## src/rtl/timer_irq.sv

```systemverilog
// Memory-mapped interval timer with reload, prescaler, level interrupt and a
// free-running cycle counter, sitting on the MIPS data-memory bus.
module timer_irq #(
  parameter logic [31:0] ADDR_BASE = 32'h4000_0000,
  parameter int unsigned PRESCALE  = 1            // 1..65535
) (
  input  logic        clk,
  input  logic        reset,
  input  logic        MemRd,
  input  logic        MemWr,
  input  logic [31:0] Addr,
  input  logic [31:0] WriteData,
  output logic [31:0] ReadData,
  output logic        Interrupt
);

  localparam logic [15:0] PRESC_LAST = 16'(PRESCALE - 1);

  logic [31:0] th;
  logic [31:0] tl;
  logic [2:0]  tcon;
  logic [31:0] systick;
  logic [15:0] presc;

  logic sel_th, sel_tl, sel_tcon, sel_systick;
  logic wr_th, wr_tl, wr_tcon;
  logic tick, overflow, status_set;

  assign sel_th      = (Addr == ADDR_BASE);
  assign sel_tl      = (Addr == ADDR_BASE + 32'h04);
  assign sel_tcon    = (Addr == ADDR_BASE + 32'h08);
  assign sel_systick = (Addr == ADDR_BASE + 32'h14);

  assign wr_th   = MemWr && sel_th;
  assign wr_tl   = MemWr && sel_tl;
  assign wr_tcon = MemWr && sel_tcon;

  assign tick       = tcon[0] && (presc == PRESC_LAST);
  assign overflow   = tick && (tl == '1);
  assign status_set = overflow && tcon[1];

  always_ff @(posedge clk or posedge reset) begin
    if (reset)
      presc <= '0;
    else if (!tcon[0] || tick)
      presc <= '0;
    else
      presc <= presc + 16'd1;
  end

  // Reload reads the current TH, so a same-edge TH write only affects later reloads.
  always_ff @(posedge clk or posedge reset) begin
    if (reset)
      th <= '0;
    else if (wr_th)
      th <= WriteData;
  end

  always_ff @(posedge clk or posedge reset) begin
    if (reset)
      tl <= '0;
    else if (wr_tl)
      tl <= WriteData;
    else if (tick)
      tl <= overflow ? th : tl + 32'd1;
  end

  // A hardware status set on the same edge as a software TCON write is kept.
  always_ff @(posedge clk or posedge reset) begin
    if (reset)
      tcon <= '0;
    else if (wr_tcon)
      tcon <= {WriteData[2] | status_set, WriteData[1:0]};
    else if (status_set)
      tcon[2] <= 1'b1;
  end

  always_ff @(posedge clk or posedge reset) begin
    if (reset)
      systick <= '0;
    else
      systick <= systick + 32'd1;
  end

  always_comb begin
    ReadData = '0;
    if (MemRd) begin
      if (sel_th)
        ReadData = th;
      else if (sel_tl)
        ReadData = tl;
      else if (sel_tcon)
        ReadData = {29'd0, tcon};
      else if (sel_systick)
        ReadData = systick;
    end
  end

  assign Interrupt = tcon[1] & tcon[2];

endmodule

```

## config.mk

```make
export PLATFORM = sky130hd
export DESIGN_NAME = timer_irq
export DESIGN_NICKNAME = d
export VERILOG_FILES = /design/src/rtl/timer_irq.sv
export SDC_FILE = /design/constraint.sdc
export NUM_CORES = 1
export LEC_CHECK = 0
export ABC_AREA = 1
export ABC_CLOCK_PERIOD_IN_PS = 4200
export CAP_MARGIN = 20
export CORE_ASPECT_RATIO = 1.25
export CORE_MARGIN = 5
export CORE_UTILIZATION = 45
export DETAILED_ROUTE_END_ITERATION = 6
export PLACE_DENSITY = 0.67
export SYNTH_ARGS = -nofsm -noshare
export SYNTH_HDL_FRONTEND = slang
export SYNTH_SLANG_ARGS = --single-unit
```

## constraint.sdc

```tcl
create_clock -name clk -period 4.2 [get_ports clk]
set_input_delay 0.42 -clock clk [delete_from_list [all_inputs] [get_ports clk]]
set_output_delay 0.42 -clock clk [all_outputs]
set_load 0.02 [all_outputs]
```

-- Word level (Yosys, flattened, before mapping)
Index checks and enable logic that the tools add are counted.
- eq/ne operators: 5
- reduce and logical (&&, ||, !) cells: 11
- mux-type cells: 11
- bitwise operators: 2
- $add $sub $neg: 3
- operators by type and width (cell ; count):
    2-to-1 mux 32 bit ; 8
    == test 32 x 31 -> 1 bit, second input constant ; 4
    adder 32 x 1 -> 32 bit, second input constant ; 2
    == test 32 bit, second input constant ; 1
    adder 16 x 1 -> 16 bit, second input constant ; 1
    zero test 16 bit ; 1
    2-to-1 mux 16 bit ; 1
    logical AND 1 bit ; 6
    nonzero test 2 bit ; 2
    2-to-1 mux 1 bit ; 2
    AND 1 bit ; 1
    zero test 1 bit ; 1
    logical OR 1 bit ; 1
    OR 1 bit ; 1
- register bits: 115
- logic and storage cells: 38
- input bits: 68

-- Longest topological paths before layout
- word-level depth: 6
- mapped depth: 13
- depth with buffers taken out: 12

-- Least setup slack after synthesis
Ideal clock, no wire load.
- kind: input to output
- from: input Addr[7]
- to: output ReadData[26]
- arrival: 1.792 ns
- path slack: 1.988 ns
- stages: 9
- data required time: 3.780 ns
- buffers on the path: 1
- cells stage by stage: or2_4 -> nor3_4 -> nand3_1 -> inv_2 -> nand2_2 -> buf_2 -> nand2_1 -> inv_1 -> a21oi_1
- longest elaborated chain between the ends: 6
- elaborated cells between the ends (all ways): 9
- classes of those cells: eq/ne: 4; mux: 5
- ends and longest elaborated chain (what ; RTL line ; RTL):
    start, declared ; 11 ; input logic [31:0] Addr,
    == test 32 x 31 -> 1 bit ; 32 ; assign sel_systick = (Addr == ADDR_BASE + 32'h14);
    2-to-1 mux 32 bit ; 94 ; else if (sel_systick)
    2-to-1 mux 32 bit ; 92 ; else if (sel_tcon)
    2-to-1 mux 32 bit ; 90 ; else if (sel_tl)
    2-to-1 mux 32 bit (*) ; 88 ; if (sel_th)
    2-to-1 mux 32 bit (*) ; 87 ; if (MemRd) begin
    end, declared ; 13 ; output logic [31:0] ReadData,
Every way passes the cells marked *; elsewhere a longest branch is shown, timed or not.

-- Worst setup path in the final report
- from: input Addr[4]
- to: output ReadData[26]
Same word-level chain as after synthesis.

==> results.cfg <==
[die]
io_pins = 101
core_um2 = 18100
rows = 55
chipWidth_um = 131.2
dieArea_um2 = 21180
die_y_um = 161.5
start_util = 0.4563

[yosys]
synth_flop_cell = dfrtp_1
synth-compound-area-share = 0.07196
synth_area_leader_cell = dfrtp_1
synth_seq_cells = 115
synth_seq_area_share = 0.3484
synth_adder_area_share = 0.006060
synth_area_leaders = dfrtp_1 35%, nand2_1 17%, inv_1 7.3%, nand3_1 7.3%, nor2_1 5.9%
synth_top_area_share = 0.3484
syn_area_um2 = 8259
yosysUniqueCellTypes = 31
synth_area_per_cell_um2 = 6.483
yosys.area_share.simple = 0.4171
synth-edff-count = 0
synth_mux_area_frac = 0
async_flop_share = 1.000
synth_top_family_by_area = simple AND/OR/NAND/NOR gates
syn-num-nets = 1346
synthCells = 1274
synth_xor_area_frac = 0.04984
yosysWarningCount = 0

[place]
dp.cells = 1562
hpwl_um = 19400
place.gp.congestion = 0.9322
io_buffers = 100

[power]
p_leak_nw = 4.766
peakVddDrop_mv = 0.2919
p_per_area_nw_per_um2 = 283.6

[global_route]
antenna_found_initial = 0
grt_pass1_wl_um = 44020
grt_use_total = 0.2543
grt_max_degree = 82
overflow = 0
first_global_vias = 8363

[clock_tree]
postCtsSetupBuffers = 0
clkTransAtPathRegs_ps = 60
postCtsHoldBufs = 0
clk_latency_ps = 430
cts_buffers = 17
cts_sinks = 115
ctsResizeCount = 0
cts_tree = built
cts-root-buf = clkbuf_16
cts_buffer_depth = 2
htreeDepth = 4

[worst_setup_path]
critPathKind = input port to output pin
worst_path_max_delay_cell = clkdlybuf4s50_1
end_kind = output pin
crit_fanout = 50
crit_path_max_incr_delay_ps = 650
critPathArrivalTime_ps = 3130
cp_num_buf_inv = 5
cp-start-kind = input port
crit_chain = clkdlybuf4s50_1 > buf_4 > nor3_4 > buf_4 > nand3_1 > nand2_1 > inv_1 > a21oi_1 > clkdlybuf4s50_1
worstPathRequired_ps = 3780
critPathTopFamily = buffers and inverters

[sta]
period_share = 0.8448
relSlewSlack = 0.3686
fin_skew_ps = 10.84
max_freq_mhz = 281.8
drv_slew = 0
min_period_ps = 3548
setup_viol = 0
rsz0062_at_grt = false
worstMarginPinSlew_ps = 947.0
fin_tns_setup_ps = 0
finalHoldViolations = 0

[run]
drv_cap = 0

[min_path]
hp-class = flip-flop to flip-flop

[layout]
fillCellCount = 1756
n_antenna_cell = 0
fin_nets = 1425
area_delta_synth_final_pct = 21.95
drive_above_1_share = 0.05198
final_cells = 1594

[detailed_routing]
vias = 8635
postRouteAntennaNets = 0
wirelength_um = 26640
drc_errors = 0
wl_per_cell_um = 16.71
via_per_inst = 5.417
first_pass_iters = 5
first_iter_violations = 837

[outcome]
status = finished clean
==> registers in the layout (all words and copies together), names as in the netlist <==
signal	cells
th	32
tcon	3
presc	16
tl	32
systick	32
==> cells by family (layout without fill, tap and decap cells) <==
logic type / after synthesis / after routing
compound gates: 115 / 115
fa+ha+maj: 4 / 4
buf+inv: 222 / 314
simple gates: 771 / 771
xor+xnor: 47 / 47
flops: 115 / 115
==> final timing paths <==
check                                 start            to  slack, ps  depth (start not counted)
max in group asynchronous             reset   systick[14]       2920                          3
min in group asynchronous             reset        th[25]        520                          2
worst max register to register       tl[11]        tl[11]       1630                          8
worst min-delay path            systick[31]   systick[31]        490                          1
worst max-delay path                Addr[4]  ReadData[26]        650                          9
worst min register to register  systick[31]   systick[31]        490                          1
==> final cells by class <==
| type | instances | area [µm²] | share of cell area |
|---|---|---|---|
| clock buffer | 18 | 439.2 | 0.04360 |
| multi-input combinational | 937 | 4501 | 0.4468 |
| sequential | 115 | 2878 | 0.2857 |
| tap | 228 | 285.3 | 0.02832 |
| inverter | 170 | 640.6 | 0.06360 |
| clock inverter | 14 | 200.2 | 0.01988 |
| timing repair buffer | 112 | 1129 | 0.1120 |
==> cell usage in the layout, fill, tap and decap left out, drive strengths merged <==
cell type | synthesis | final
nand3b | 16 | 16
o21ai | 74 | 74
xor2 | 34 | 34
ha | 4 | 4
clkbuf | 18 | 18
xnor2 | 13 | 13
buf | 34 | 12
a21oi | 39 | 39
a31oi | 1 | 1
nand2 | 387 | 387
clkinvlp | 0 | 3
nor2 | 140 | 140
bufinv | 0 | 4
o211ai | 1 | 1
nand4 | 75 | 75
or2 | 1 | 1
clkinv | 6 | 10
nor3 | 20 | 20
inv | 164 | 167
nor4 | 8 | 8
clkdlybuf4s50 | 0 | 100
nand3 | 123 | 123
dfrtp | 115 | 115
and2 | 1 | 1
==> report_power, final <==
part | switching [mW] | internal, mW
Sequential | 0.0000000675 | 1.11
Clock | 0.579 | 1.01
Combinational | 0.0854 | 0.0705
Total | 0.664 | 2.19
==> worst register-to-register path: cells and delay by family, from the launching register on <==
| family | cells | cell delay (ps) |
|---|---|---|
| simple gates | 8 | 2010 |
| flops | 1 | 500 |
==> synth_stat cells, drive strengths merged (16+ instances only) <==
cell / count
a21oi: 39
buf: 34
clkbuf: 18
dfrtp: 115
inv: 164
nand2: 387
nand3: 123
nand3b: 16
nand4: 75
nor2: 140
nor3: 20
o21ai: 74
xor2: 34
==> layer usage <==
metal | vias to the layer above | track usage | wire, µm
met3 | 51 | 0.04829 | 1957
met4 | 0 | 0.09546 | 715
met1 | 3973 | 0.3333 | 11160
met5 | - | 0 | 0
li1 | 4254 | - | -
met2 | 357 | 0.4173 | 12800
==> per-stage QoR <==
step | setup WS (ps) | cell area, µm² | total power [mW] | utilization | hold WS, ps
finish | 651.9 | 10070 | 2.857 | 0.5565 | 485.6
global route | 533.6 | 10070 | 2.923 | 0.5565 | 530.0
CTS | 733.1 | 10070 | 2.868 | 0.5565 | 484.3
detailed placement | 742.7 | 9433 | 1.284 | 0.5212 | 476.8
global placement | 708.8 | 9433 | 1.285 | 0.5212 | 470.7
floorplan | 735.9 | 8259 | 1.186 | - | 445.8
Power figures use the tool's default switching activity.
